**config.mk**
```make
export PLATFORM = sky130hd
export DESIGN_NAME = xbar_slave_arbiter
export DESIGN_NICKNAME = d
export VERILOG_FILES = /design/src/rtl/xbar_slave_arbiter.sv
export SDC_FILE = /design/constraint.sdc
export NUM_CORES = 1
export LEC_CHECK = 0
export CORE_AREA = 2 2 158 160
export DETAILED_ROUTE_END_ITERATION = 16
export DIE_AREA = 0 0 160 162
export MAX_ROUTING_LAYER = met4
export SYNTH_ARGS = -nofsm -noshare
export SYNTH_HDL_FRONTEND = slang
export SYNTH_SLANG_ARGS = --single-unit
```
**constraint.sdc**
```tcl
create_clock -name clk -period 3.76 [get_ports clk]
set_clock_uncertainty 0.1 [all_clocks]
set_input_delay 0.752 -clock clk [delete_from_list [all_inputs] [get_ports clk]]
set_output_delay 0.752 -clock clk [all_outputs]
set_load 0.005 [all_outputs]
```
**src/rtl/xbar_slave_arbiter.sv**
```systemverilog
// xbar_slave_arbiter: round-robin arbiter sharing one crossbar slave port
// among four masters. It holds the grant until the slave acknowledges or a
// timeout expires, and routes the acknowledge back to the owning master only.
module xbar_slave_arbiter #(
  parameter int TIMEOUT = 16
) (
  input  logic         clk,
  input  logic         reset,
  input  logic [3:0]   m_req,
  input  logic [3:0]   m_cmd,
  input  logic [127:0] m_addr,
  input  logic [127:0] m_wdata,
  output logic [3:0]   m_ack,
  output logic         m_err,
  output logic [31:0]  m_rdata,
  output logic         s_req,
  output logic         s_cmd,
  output logic [31:0]  s_addr,
  output logic [31:0]  s_wdata,
  input  logic         s_ack,
  input  logic [31:0]  s_rdata,
  output logic [3:0]   grant
);

  // Counter is wide enough to hold TIMEOUT; one bit when the timeout is off.
  localparam int            CW       = (TIMEOUT > 0) ? $clog2(TIMEOUT + 1) : 1;
  localparam bit            TMO_EN   = (TIMEOUT != 0);
  localparam logic [CW-1:0] CNT_LAST = CW'(TIMEOUT - 1);
  localparam logic [CW-1:0] CNT_MAX  = '1;

  typedef enum logic [1:0] {
    ST_IDLE,
    ST_BUSY,
    ST_RDATA
  } state_t;

  state_t        state;
  logic [1:0]    ptr;
  logic [CW-1:0] cnt;
  logic [1:0]    winner;
  logic [1:0]    idx;
  logic          tmo_hit;

  // Round-robin pick: scan from the highest offset down so the requester
  // closest to ptr is the last (and therefore winning) assignment.
  // NOTE: every signal gets a default at the top of always_comb so no path
  // leaves it unassigned and no latch is inferred.
  always_comb begin
    winner = ptr;
    idx    = ptr;
    for (int i = 3; i >= 0; i--) begin
      idx = ptr + 2'(i);
      if (m_req[idx]) winner = idx;
    end
  end

  // Timeout fires on the TIMEOUT-th busy cycle unless the slave acks then.
  assign tmo_hit = TMO_EN && (state == ST_BUSY) && (cnt == CNT_LAST) && !s_ack;

  // Acknowledge routing: only the granted master sees the slave's ack.
  always_comb begin
    m_ack = 4'b0000;
    m_err = 1'b0;
    if (state == ST_BUSY) begin
      if (s_ack) begin
        m_ack = grant;
      end else if (tmo_hit) begin
        m_ack = grant;
        m_err = 1'b1;
      end
    end
  end

  assign m_rdata = s_rdata;

  // Arbitration FSM with registered slave-side outputs and grant.
  // NOTE: nonblocking assignments so every register samples pre-edge values
  // regardless of statement order.
  always_ff @(posedge clk or posedge reset) begin
    if (reset) begin
      state   <= ST_IDLE;
      ptr     <= 2'd0;
      cnt     <= '0;
      grant   <= 4'b0000;
      s_req   <= 1'b0;
      s_cmd   <= 1'b0;
      s_addr  <= 32'd0;
      s_wdata <= 32'd0;
    end else begin
      case (state)
        ST_IDLE: begin
          if (|m_req) begin
            grant   <= 4'b0001 << winner;
            s_req   <= 1'b1;
            s_cmd   <= m_cmd[winner];
            s_addr  <= m_addr[{winner, 5'd0} +: 32];
            s_wdata <= m_wdata[{winner, 5'd0} +: 32];
            ptr     <= winner + 2'd1;
            cnt     <= '0;
            state   <= ST_BUSY;
          end
        end
        ST_BUSY: begin
          if (s_ack) begin
            s_req <= 1'b0;
            if (!s_cmd) begin
              state <= ST_RDATA;
            end else begin
              grant <= 4'b0000;
              state <= ST_IDLE;
            end
          end else if (tmo_hit) begin
            s_req <= 1'b0;
            grant <= 4'b0000;
            state <= ST_IDLE;
          end else if (cnt != CNT_MAX) begin
            cnt <= cnt + CW'(1);
          end
        end
        ST_RDATA: begin
          grant <= 4'b0000;
          state <= ST_IDLE;
        end
        default: begin
          state <= ST_IDLE;
        end
      endcase
    end
  end

endmodule

```
---- Word-level counts from Yosys, hierarchy flattened ----
Index checks and enable logic that the tools add are counted.
word-level totals
  register bits ........................... 79
  input bits .............................. 299
  output and inout bits ................... 107
  logic and storage cells ................. 82
cells by class
  $add $sub $neg .......................... 5
  $lt $le $gt $ge ......................... 5
  eq/ne operators ......................... 10
  shifts and indexed selects .............. 3
  multiplexer cells ....................... 39
  reduce and logical (&&, ||, !) cells .... 12
operator list
  kind                 count
  $shiftx 128x8->32    2
  $mux 4               7
  $mux 5               4
  $mux 2               8
  $lt 2x3->1 const B   5
  $pmux 4 s3           1
  $mux 1               11
  $bmux 1 s2           5
  $pmux 5 s2           1
  $ne 2x2->1 const B   3
  $ne 3x3->1 const B   2
  $add 5x1->5 const B  1
  $eq 5x4->1 const B   1
  $ne 5x5->1 const B   1
  $reduce_and 5->1     1
  $add 2x1->2 const B  2
  $add 2x2->2 const B  2
  $pmux 2 s2           1
  $reduce_and 2->1     2
  $reduce_and 4->1     1
  $reduce_or 4->1      1
  $shl 1x2->4 const A  1
  $reduce_and 3->1     1
  $reduce_bool 3->1    1
  8 further kinds      9

---- Longest topological paths before layout ----
  word-level depth ........................ 10
  gate-level depth with buffers ........... 9
  depth with buffers taken out ............ 8

---- Worst setup path before layout ----
No wires, ideal clock.
  kind .................................... input-to-reg
  from .................................... in m_req[0]
  to ...................................... reg grant[2]
  setup time .............................. 125 ps
  data arrival time ....................... 2177 ps
  data required time ...................... 3535 ps
  setup slack ............................. 1359 ps
  stages .................................. 9
  buffers on the path ..................... 2
  cell sequence ........................... nor2b_1 -> o21bai_1 -> and3_1 -> clkbuf_1 -> inv_2 -> buf_2 -> ha_1 -> nor2b_1 -> mux2_2
between the ends
  word-level cells in the longest chain between the ends .. 9
  elaborated cells between the ends (all ways) .. 18
  classes of those cells .................. eq/ne (1); shift (1); mux (14); reduce/logical (2)
RTL lines
  element                       RTL line  RTL
  start: declaration            9         input logic [3:0] m_req,
  $bmux 1 s2                    53        if (m_req[idx]) winner = idx;
  $mux 1 (not written as such)  53
  $mux 2 (4 in series)          53
  $shl 1x2->4                   93        grant <= 4'b0001 << winner;
  $mux 4                        92        if (|m_req) begin
  $pmux 4 s3                    90        case (state)
  end signal: assignment        93
  end: declaration              22        output logic [3:0] grant
Several ways; a longest one is shown, not always the timed one. The select of a mux whose other input is x is not followed.
A chain may end at the register's enable or synchronous reset.

---- Worst setup path in the final report ----
  from .................................... reg cnt[0]
  to ...................................... out m_ack[1]
between the ends
  word-level cells in the longest chain between the ends .. 6
RTL lines
  element                          RTL line  RTL
  start: declaration               39        logic [CW-1:0] cnt;
  start signal: assignment         117       cnt <= cnt + CW'(1);
  $eq 5x4->1                       58        assign tmo_hit = TMO_EN && (state == ST_BUSY) && (cnt == CNT_LAST) && !s_ack;
  $logic_and 1x1->1 (2 in series)  58
  $mux 4                           67        end else if (tmo_hit) begin
  $mux 4                           65        if (s_ack) begin
  $mux 4                           64        if (state == ST_BUSY) begin
  end: declaration                 13        output logic [3:0] m_ack,
Every way passes these cells.

==> results_dict.tcl <==
set metrics [dict create \
    path_class "reg -> out" \
    clk_latency_ps 340 \
    io_pins 406 \
    portBuffers 341 \
    min_path_type "reg -> reg" \
    layout.cells.non_filler 1252 \
    ant_nets 0 \
    post_cts_buffers 0 \
    syn2layout_area_growth_pct 64.25 \
    ctsHoldBuffers 0 \
    synth_area_per_cell_um2 9.080 \
    grt_pass1_wl_um 36580 \
    cts_tree "done" \
    p_int_mw 3.743 \
    tns_ps 0 \
    clock_power_share_pct 14.1 \
    swShare_pct 41.55 \
    track_usage_pct 18.70 \
    nFillCells 2479 \
    synth_fp_nets 958 \
    final.period_utilization_pct 84.98 \
    drt_iter0_drc 200 \
    combPwrFrac_pct 61.9 \
    cts_buffers 9 \
    final_core_util_pct 40.15 \
    synth-seq-cells 79 \
    antenna_cells 0 \
    rsz0062_at_grt "no" \
    final_nets 1232 \
    yosysWarningCount 0 \
    drcViolationCount 0 \
    die_y_um 162 \
    wire_per_inst_um 18.91 \
    grt_max_degree 69 \
    vias 5997 \
    use_met3_pct 3.396 \
    path_clk_slew_ps 70 \
    drv_slew 0 \
    busiest_layer "met2" \
    gr-usage-met2_pct 32.00 \
    grt_pass1_vias 6360 \
    synthesis.area_um2 5893 \
    power_frac_seq_pct 24.0 \
    dpl.hpwl_um 17080 \
    syn_inst 649 \
    dr.pass1.iters 4 \
    setup_viol 0 \
    core-area_um2 24110 \
    path_max_fanout 5 \
    cap_violations 0 \
    dp_cells 1236 \
    synth.distinct_cells 36 \
    cts-resized-gates 0 \
    grt_use_met1_pct 21.96 \
    critPathLaunchType "flop" \
    status "complete, no violations" \
    r2r_setup_slack_ps 1420 \
    hold_violations 0 \
    power_switching_mw 2.661 \
    cp_data_required_time_ps 2910 \
    drive_above_1_share_pct 9.914 \
    fp-row-count 57 \
    end_kind "output pin" \
    drt-total-wl_um 23680 \
    root_buffer "clkbuf_16" \
    finalCriticalPeriod_ps 3195 \
    power.density_nw_per_um2 661.6 \
    start_util_pct 24.45 \
    worstMarginPinSlew_ps 875.2 \
    fmax_mhz 313.0 \
    htree_levels 3 \
    p_leak_nw 3.918 \
    cts_buffer_depth 2 \
    cp_data_arrival_time_ps 2340 \
    grt_antenna_before_repair 0 \
    clock-sinks 79 \
    fp.dieArea_um2 25920 \
    ir_drop_v 0.0003422 \
    overflow 0 \
    die_x_um 160 \
    globalplace.congestion 0.7784 \
    seq_area_frac_synth_pct 33.55 \
    routed_via_density 4.790 \
    slew_headroom_pct 41.58 \
]
==> placed cells by master (no fill, tap or decap), drive strengths merged, types with 2 or more instances in the layout <==
cell type / synthesis / layout
clkdlybuf4s50: 0 / 341
a211oi: 130 / 130
dfrtp: 79 / 79
nor2: 77 / 77
inv: 72 / 71
mux2i: 66 / 66
a31oi: 66 / 66
nand2: 14 / 14
buf: 62 / 13
clkbuf: 29 / 11
ha: 10 / 10
nor2b: 9 / 9
o21ai: 5 / 5
and2: 5 / 5
mux2: 4 / 4
clkinv: 0 / 3
nand3: 2 / 2
nor3: 2 / 2
a32o: 2 / 2
a21oi: 2 / 2
clkinvlp: 0 / 2
and3: 2 / 2
o221ai: 2 / 2
==> kinds of logic after synthesis <==
| group | count (synthesis) | share of synthesized area, % |
|---|---|---|
| buf+inv | 163 | 14.06 |
| fa+ha+maj | 10 | 2.123 |
| xor+xnor | 1 | 0.1486 |
| flops | 79 | 33.55 |
| mux | 70 | 11.97 |
| simple gates | 114 | 8.259 |
| compound gates | 212 | 29.89 |
==> cell usage after synthesis, drive strengths merged <==
| cell type | count | area [um2] |
|---|---|---|
| xnor2 | 1 | 8.760 |
| or4 | 1 | 11.26 |
| o221ai | 2 | 23.77 |
| nor2 | 77 | 289.0 |
| and3 | 2 | 12.51 |
| nor2b | 9 | 56.30 |
| o21ai | 5 | 25.02 |
| and2 | 5 | 31.28 |
| a22o | 1 | 8.760 |
| nand3 | 2 | 10.01 |
| a32o | 2 | 20.02 |
| nand2 | 14 | 52.55 |
| o22a | 1 | 8.760 |
| mux2i | 66 | 660.6 |
| ha | 10 | 125.1 |
| a221o | 1 | 10.01 |
| a211oi | 130 | 1226 |
| dfrtp | 79 | 1977 |
| mux2 | 4 | 45.04 |
| buf | 62 | 449.2 |
| a21oi | 2 | 10.01 |
| clkbuf | 29 | 108.9 |
| inv | 72 | 270.3 |
| nor3 | 2 | 10.01 |
| nand3b | 1 | 7.510 |
| a211o | 1 | 8.760 |
| or2 | 1 | 6.260 |
| a31oi | 66 | 412.9 |
| o21bai | 1 | 7.510 |
==> routing by layer <==
metal | part of all wire [%] | up-vias
met1 | 42 | 2829
li1 | - | 2864
met5 | 0 | -
met4 | 3.0 | 0
met3 | 5.8 | 44
met2 | 50 | 260
==> final timing paths <==
kind	end	cells past startpoint	start
max	m_ack[1]	7	cnt[0]
min	state[1]	1	state[1]
min reg2reg	state[1]	1	state[1]
max in group asynchronous	state[1]	3	reset
min in group asynchronous	s_req	2	reset
max reg2reg	grant[2]	8	cnt[0]
==> state kept, by name (all words and copies together) (netlist names) <==
name / flops
s_cmd: 1
s_req: 1
ptr: 2
grant: 4
cnt: 5
s_wdata: 32
state: 2
s_addr: 32
==> layout make-up <==
type	instances	area [um2]	share of cell area, %
sequential	79	1977	20.42
tap	324	405.4	4.188
clock buffer	11	232.7	2.404
multi-input combinational	407	3133	32.37
clock inverter	5	58.81	0.6075
inverter	72	274.0	2.831
timing repair buffer	354	3598	37.18
==> per-stage QoR <==
stage	hold WS, ps	total power [mW]	worst slack [ps]	instance area (um2)
after global placement	398.0	5.503	566.1	9388
after CTS	427.8	6.508	533.4	9679
after floorplan	375.3	3.855	884.6	5893
final	431.9	6.404	564.7	9679
after global routing	477.7	6.885	364.2	9679
after detailed placement	416.3	5.573	522.2	9388
==> power groups by stage <==
stage / clock network (mW) / registers [mW] / logic (mW)
after floorplan: 0 / 1.54 / 2.32
after global placement: 0 / 1.54 / 3.97
after detailed placement: 0 / 1.54 / 4.03
after CTS: 0.938 / 1.54 / 4.03
after global routing: 0.974 / 1.60 / 4.31
final: 0.900 / 1.54 / 3.97
==> critical path: stages (launching register included) <==
cell and delay [ps]:
dfrtp_1 400, ha_1 200, and3_1 200, ha_1 210, nor2_1 90, nor2_1 240
and2_1 170, clkdlybuf4s50_1 500
No activity file was read; power rests on OpenSTA's default activity.
